File: config.mk
export PLATFORM = sky130hd
export DESIGN_NAME = score_display_driver
export DESIGN_NICKNAME = d
export VERILOG_FILES = /design/src/rtl/score_display_driver.sv
export SDC_FILE = /design/constraint.sdc
export NUM_CORES = 1
export LEC_CHECK = 0
export CORE_UTILIZATION = 42
export CTS_BUF_LIST = sky130_fd_sc_hd__clkbuf_8
export DETAILED_ROUTE_END_ITERATION = 10
export PLACE_DENSITY = 0.68
export RECOVER_POWER = 100
export SYNTH_ARGS = -nofsm -noshare
export SYNTH_HDL_FRONTEND = slang
export SYNTH_SLANG_ARGS = --single-unit
export TNS_END_PERCENT = 20
File: constraint.sdc
create_clock -name clk_i -period 4.4 [get_ports clk_i]
set_clock_uncertainty 0.1 [all_clocks]
set_input_delay 0.44 -clock clk_i [delete_from_list [all_inputs] [get_ports clk_i]]
set_output_delay 0.44 -clock clk_i [all_outputs]
set_load 0.01 [all_outputs]
File: src/rtl/score_display_driver.sv
// rtl/score_display_driver.sv - binary count to two-digit multiplexed 7-segment display
// Optional build macro: LEADING_ZERO_BLANK_EN (blank a zero tens digit).
module score_display_driver #(
    parameter int BW          = 7,
    parameter int REFRESH_DIV = 1024
) (
    input  logic          clk_i,
    input  logic          rst_i,
    input  logic [BW-1:0] value_i,
    output logic [6:0]    seg_o,
    output logic [1:0]    dig_sel_o,
    output logic          busy_o,
    output logic          ovf_o
);
    localparam int CW = $clog2(BW + 1);
    localparam int RW = $clog2(REFRESH_DIV);
    localparam logic [3:0] DASH = 4'hF;

    typedef enum logic [1:0] {IDLE, SHIFT, LOAD} state_t;

    state_t          state_q, state_d;
    logic [BW-1:0]   last_val_q, last_val_d;
    logic [BW-1:0]   shadow_q, shadow_d;
    logic [3:0]      tens_q, tens_d, ones_q, ones_d;
    logic [CW-1:0]   cnt_q, cnt_d;
    logic            ovf_pend_q, ovf_pend_d;
    logic [3:0]      disp_tens_q, disp_tens_d, disp_ones_q, disp_ones_d;
    logic            ovf_q, ovf_d;
    logic [RW-1:0]   ref_cnt_q, ref_cnt_d;
    logic [1:0]      dig_sel_q, dig_sel_d;
    logic [6:0]      seg_q, seg_d;
    logic [3:0]      adj_tens, adj_ones, sel_digit;

    function automatic logic [6:0] seg_decode(input logic [3:0] d);
        case (d)
            4'd0:    seg_decode = 7'b0111111;
            4'd1:    seg_decode = 7'b0000110;
            4'd2:    seg_decode = 7'b1011011;
            4'd3:    seg_decode = 7'b1001111;
            4'd4:    seg_decode = 7'b1100110;
            4'd5:    seg_decode = 7'b1101101;
            4'd6:    seg_decode = 7'b1111101;
            4'd7:    seg_decode = 7'b0000111;
            4'd8:    seg_decode = 7'b1111111;
            4'd9:    seg_decode = 7'b1101111;
            default: seg_decode = 7'b1000000;
        endcase
    endfunction

    always_comb begin
        state_d     = state_q;
        last_val_d  = last_val_q;
        shadow_d    = shadow_q;
        tens_d      = tens_q;
        ones_d      = ones_q;
        cnt_d       = cnt_q;
        ovf_pend_d  = ovf_pend_q;
        disp_tens_d = disp_tens_q;
        disp_ones_d = disp_ones_q;
        ovf_d       = ovf_q;
        adj_tens    = (tens_q >= 4'd5) ? tens_q + 4'd3 : tens_q;
        adj_ones    = (ones_q >= 4'd5) ? ones_q + 4'd3 : ones_q;
        case (state_q)
            IDLE: begin
                if (value_i != last_val_q) begin
                    shadow_d   = value_i;
                    last_val_d = value_i;
                    tens_d     = 4'd0;
                    ones_d     = 4'd0;
                    cnt_d      = '0;
                    if (8'(value_i) > 8'd99) begin
                        ovf_pend_d = 1'b1;
                        state_d    = LOAD;
                    end else begin
                        ovf_pend_d = 1'b0;
                        state_d    = SHIFT;
                    end
                end
            end
            SHIFT: begin
                {tens_d, ones_d, shadow_d} = {adj_tens, adj_ones, shadow_q} << 1;
                cnt_d = cnt_q + 1'b1;
                if (cnt_q == CW'(BW - 1)) state_d = LOAD;
            end
            LOAD: begin
                disp_tens_d = ovf_pend_q ? DASH : tens_q;
                disp_ones_d = ovf_pend_q ? DASH : ones_q;
                ovf_d       = ovf_pend_q;
                state_d     = IDLE;
            end
            default: state_d = IDLE;
        endcase
    end

    // seg_q is looked up for the digit that will be selected after this edge
    always_comb begin
        ref_cnt_d = ref_cnt_q + 1'b1;
        dig_sel_d = dig_sel_q;
        if (ref_cnt_q == RW'(REFRESH_DIV - 1)) begin
            ref_cnt_d = '0;
            dig_sel_d = ~dig_sel_q;
        end
        sel_digit = dig_sel_d[1] ? disp_tens_q : disp_ones_q;
        seg_d     = seg_decode(sel_digit);
`ifdef LEADING_ZERO_BLANK_EN
        if (dig_sel_d[1] && disp_tens_q == 4'd0 && !ovf_q) seg_d = 7'b0000000;
`endif
    end

    always_ff @(posedge clk_i or posedge rst_i) begin
        if (rst_i) begin
            state_q     <= IDLE;
            last_val_q  <= '0;
            shadow_q    <= '0;
            tens_q      <= 4'd0;
            ones_q      <= 4'd0;
            cnt_q       <= '0;
            ovf_pend_q  <= 1'b0;
            disp_tens_q <= 4'd0;
            disp_ones_q <= 4'd0;
            ovf_q       <= 1'b0;
            ref_cnt_q   <= '0;
            dig_sel_q   <= 2'b01;
            seg_q       <= 7'b0111111;
        end else begin
            state_q     <= state_d;
            last_val_q  <= last_val_d;
            shadow_q    <= shadow_d;
            tens_q      <= tens_d;
            ones_q      <= ones_d;
            cnt_q       <= cnt_d;
            ovf_pend_q  <= ovf_pend_d;
            disp_tens_q <= disp_tens_d;
            disp_ones_q <= disp_ones_d;
            ovf_q       <= ovf_d;
            ref_cnt_q   <= ref_cnt_d;
            dig_sel_q   <= dig_sel_d;
            seg_q       <= seg_d;
        end
    end

    assign seg_o     = seg_q;
    assign dig_sel_o = dig_sel_q;
    assign busy_o    = (state_q != IDLE);
    assign ovf_o     = ovf_q;
endmodule
# Word-level counts from Yosys, hierarchy flattened
# Memory sizes are Yosys's and may differ from the RTL's. A register that Yosys moved wholly into a read port is not among the register bits.
# Index checks and enable logic that the tools add are counted.
[totals] reg_bits=49 rom_bits=112 input_bits=9 out_inout_bits=11 elab_cells=54 mem_count=1
[mem_list] name="(no name shown)" depth=16 width=7 rd=1 rd_clocked_by_memory_dff=1 write_ports=0 line="35" rtl="case (d)"
[op_classes] add_sub_neg=4 magnitude_cmp=3 n_eq_ne=7 mux=19 n_bitwise=1 n_reduce_logical=6
[op_table] operator="4-bit 2-to-1 mux" count=5
[op_table] operator="4-bit case mux with 2 select lines" count=2
[op_table] operator="7-bit case mux with 2 select lines" count=1
[op_table] operator="10-bit by 1-bit adder with 10-bit output (second input constant)" count=1
[op_table] operator="10-bit equality test (second input constant)" count=1
[op_table] operator="10-bit 2-to-1 mux" count=1
[op_table] operator="4-bit by 3-bit >= comparator with 1-bit output (second input constant)" count=2
[op_table] operator="2-bit 2-to-1 mux" count=4
[op_table] operator="7-bit > comparator (second input constant)" count=1
[op_table] operator="7-bit 2-to-1 mux" count=1
[op_table] operator="7-bit inequality test" count=1
[op_table] operator="3-bit 2-to-1 mux" count=2
[op_table] operator="3-bit case mux with 2 select lines" count=1
[op_table] operator="2-bit AND reduction" count=3
[op_table] operator="4-bit by 2-bit adder with 4-bit output (second input constant)" count=1
[op_table] operator="2-bit inequality test (second input constant)" count=2
[op_table] operator="2-bit case mux with 2 select lines" count=1
[op_table] operator="2-bit nonzero test" count=2
[op_table] operator="3-bit by 1-bit adder with 3-bit output (second input constant)" count=1
[op_table] operator="3-bit by 2-bit adder with 3-bit output (second input constant)" count=1
[op_table] operator="3-bit equality test (second input constant)" count=1
[op_table] operator="2-bit by 1-bit equality test with 1-bit output (second input constant)" count=1
[op_table] operator="2-bit equality test (second input constant)" count=1
[op_table] operator="2-bit zero test" count=1
[op_table] operator="2 further kinds" count=2

# Logic depth before layout (Yosys ltp)
[depth] word_depth=4 mapped_depth=10 mapped_depth_nobuf=10

# Least setup slack after synthesis
# No wires, ideal clock.
[synth_path] path_kind="register -> register" start="reg ref_cnt_q[0]" end="reg seg_q[1], in the netlist seg_o[1]" setup_time_ns=0.094 t_arrival_ns=2.474 required_ns=4.206 setup_slack_ns=1.731 path_stages_with_launch=10 path_buffers=0 period_less_slack_ns=2.669 cell_sequence="dfrtp_1 > ha_1 > nand4_1 > nor3_4 > xnor2_2 > mux2i_1 > inv_1 > ha_1 > o21a_1 > a311oi_1"
[synth_via] elab_chain_cells=3
[synth_lines] element="start, declared" line="29" rtl="logic [RW-1:0] ref_cnt_q, ref_cnt_d;"
[synth_lines] element="start signal, assigned" line="136" rtl="ref_cnt_q <= ref_cnt_d;"
[synth_lines] element="10-bit equality test" line="99" rtl="if (ref_cnt_q == RW'(REFRESH_DIV - 1)) begin"
[synth_lines] element="2-bit 2-to-1 mux" line="99"
[synth_lines] element="4-bit 2-to-1 mux" line="103" rtl="sel_digit = dig_sel_d[1] ? disp_tens_q : disp_ones_q;"
[synth_lines] element="end, declared" line="31" rtl="logic [6:0] seg_q, seg_d;"
# Every way passes these cells.
# A chain may end at the register's enable or synchronous reset.

# Worst setup path in the final report
# Same ends and word-level chain as after synthesis.

==> summary.txt <==
CP max stage delay = 0.64 ns
Worst-path clk slew = 0.10 ns
Async S/R FF share, synth = 100.0%
Reg-to-Reg Start = ref_cnt_q[0]
Hold-fix buffers, CTS = 0
pin count of the biggest net entering global routing = 33
Die Span Y = 84.72 µm
hold path start = shadow_q[1]
Synth Instances = 269
n_diodes = 0
Initial DRC Count = 101
drt drc = 2
H-tree Lvls = 2
Setup TNS = 0 ns
GRT Util Overall = 16.00%
WL per Instance = 13.88 µm
gp weighted congestion = 0.7660
fraction of layout cells with a size suffix above 1 = 10.69%
# fillers = 605
Crit Path Max Fanout = 7
CP Capture Type = flop
worst hold path endpoint = shadow_q[1]
post-CTS sizing = 0
commonest cells after routing, fill and taps aside = dfrtp_1, nand2_1, nor2_1
fin. max-slew vios = 33
final hold slack = 0.3923 ns
clock sinks = 56
final worst path period share = 77.10%
DRT Pass-1 Iters = 10
Arr. time, crit path = 3.51 ns
antenna violations before repair = 0
Tot Pwr = 2010 µW
required time worst endpoint = 4.52 ns
number of global-route vias before repair = 1925
Fin. Hold Viols = 0
placed cell area = 0.003144 mm²
clock root cell = clkbuf_8
Buf/Inv on CP = 1
most used cell, CP = ha_1
first-pass GRT wire length = 9108 µm
area delta synth->final = 11.32%
Rows = 29
pwr/cell area = 628.2 mW/mm²
status = finished with violations
Std-Cell Core Area = 0.006495 mm²
post-DP HPWL = 3717 µm
most common cell after layout, fill and taps aside = dfrtp_1
slowest stage cell, crit path = nor3_1
Tmin final = 3.392 ns
# port buffers = 19
Startpoint Class = flop
most area-hungry cell type in the Yosys netlist = dfrtp_1
fin area = 0.003199 mm²
final wirelength = 5095 µm
CTS buffer count = 5
initial core utilization = 44.25%
setup repair bufs after CTS = 0
Vias/cell = 5.346
Synth top area share = 42.66%
max_slew headroom = -9.640%
number of synthesized register bits = 56
Max-Cap Viols = 1
Mapped Area = 0.002874 mm²
Yosys warnings = 0
Main synth FF type = dfrtp_1
Nets = 311
I/O Pins = 20
die area = 0.007177 mm²
RR Endpoint = seg_o[1]
final setup vio count = 0
sequential fraction of the synthesis area = 49.06%
main area contributors after synthesis = dfrtp_1, dfstp_2, ha_1, mux2_2, nand2_1
failing checks = DRC, capacitance limit, slew limit
fmax = 294.8 MHz
final global-route overflow total = 0
R2R cell count = 9
Mapped Nets = 291
Distinct cells, synth = 49
number of synthesized flops with an enable pin = 0
worst vdd ir = 0.0002725 V
worst reg2reg setup slack = 1.01 ns
worst skew pair latency = 0.31 ns
CTS tree = built
die width = 84.72 µm
DRT antenna net count = 0
unrepaired setup endpoints after global routing = no
Least-Margin Pin Slew = 1.645 ns
Pleak = 0.001414 µW
Max Root-Sink Buffers = 2
Core Util, Final = 49.26%
Worst Hold Class = flop to flop
Critical Path, Cell by Cell = ha_1 -> nand4_1 -> nor3_1 -> xnor2_1 -> mux2i_1 -> inv_1 -> ha_1 -> o21a_1 -> a311oi_1
CP Class = flop to flop
CP delay by family, top = simple AND/OR/NAND/NOR gates
Syn Area/Cell = 10.68 µm²
WHS Path Cells = 1
routed vias = 1962
-- registers in the layout, indices dropped and copies added (netlist names), 3 cells and up --
signal and cells:
ref_cnt_q 10, last_val_q 7, seg_o 7, shadow_q 7, disp_ones_q 4, disp_tens_q 4, ones_q 4, tens_q 4
cnt_q 3
-- cell type report --
type / instances / area, µm² / area share (%)
inverter: 18 / 72.57 / 2.268
tap: 77 / 96.34 / 3.011
multi-input combinational: 187 / 1331 / 41.61
timing repair buffer: 21 / 201.4 / 6.296
clock buffer: 5 / 68.82 / 2.151
clock inverter: 3 / 18.77 / 0.5866
sequential: 56 / 1410 / 44.07
-- worst max-delay path by stage --
stage                    end         start  depth (start not counted)
floorplan           seg_o[1]  ref_cnt_q[0]                          9
global route        seg_o[1]  ref_cnt_q[0]                          9
CTS                 seg_o[1]  ref_cnt_q[0]                          9
global placement    seg_o[1]  ref_cnt_q[0]                          9
finish              seg_o[1]  ref_cnt_q[0]                          9
detailed placement  seg_o[1]  ref_cnt_q[0]                          9
-- report_power, final --
part | leakage (µW) | internal (µW) | switching (µW) | total, µW
sequential | 0.000670 | 720 | 161 | 881
clock | 0.0000479 | 112 | 170 | 281
combinational | 0.000696 | 409 | 439 | 847
total | 0.00141 | 1240 | 769 | 2010
-- logic make-up (layout without fill, tap and decap cells) --
group                      after synthesis  after routing  synth area share, %
AOI/OAI and AO/OA                       64             64                15.37
xor gates and xnor gates                19             19                6.052
adders and majority gates               13             13                5.660
buffers and inverters                   26             47                3.613
DFF                                     56             56                49.06
muxes                                   18             18                7.096
and+or+nand+nor                         73             73                13.15
-- synthesized netlist by cell type (2+ instances only) --
master and instances:
a21o_1 8, a21oi_1 14, a22o_1 6, a32o_1 2, clkbuf_1 6, dfrtp_1 49, dfstp_2 7, ha_1 13
inv_1 16, mux2_2 9, mux2i_1 8, nand2_1 22, nand2b_1 6, nand3_1 4, nand4_1 3, nor2_1 21
nor2b_1 2, nor3_1 4, nor3b_1 2, o21ai_0 11, o22ai_1 9, o311ai_0 2, o31ai_1 2, or3_1 2
xnor2_1 9, xor2_1 9
-- stage by stage --
step / worst slack, ns / cells
3_3_place_gp: 1.573 / 359
2_1_floorplan: 1.731 / 269
6_report: 1.008 / 367
4_1_cts: 1.363 / 367
3_5_place_dp: 1.406 / 359
5_1_grt: 0.7813 / 367
-- per-layer routing --
metal / GRT usage, % / up-vias / routed length, µm
li1: - / 984 / -
met1: 21.86 / 933 / 2529
met2: 24.69 / 35 / 2345
met3: 3.638 / 10 / 137
met4: 6.471 / 0 / 82
met5: 0 / - / 0
No activity file was read; power rests on OpenSTA's default activity.
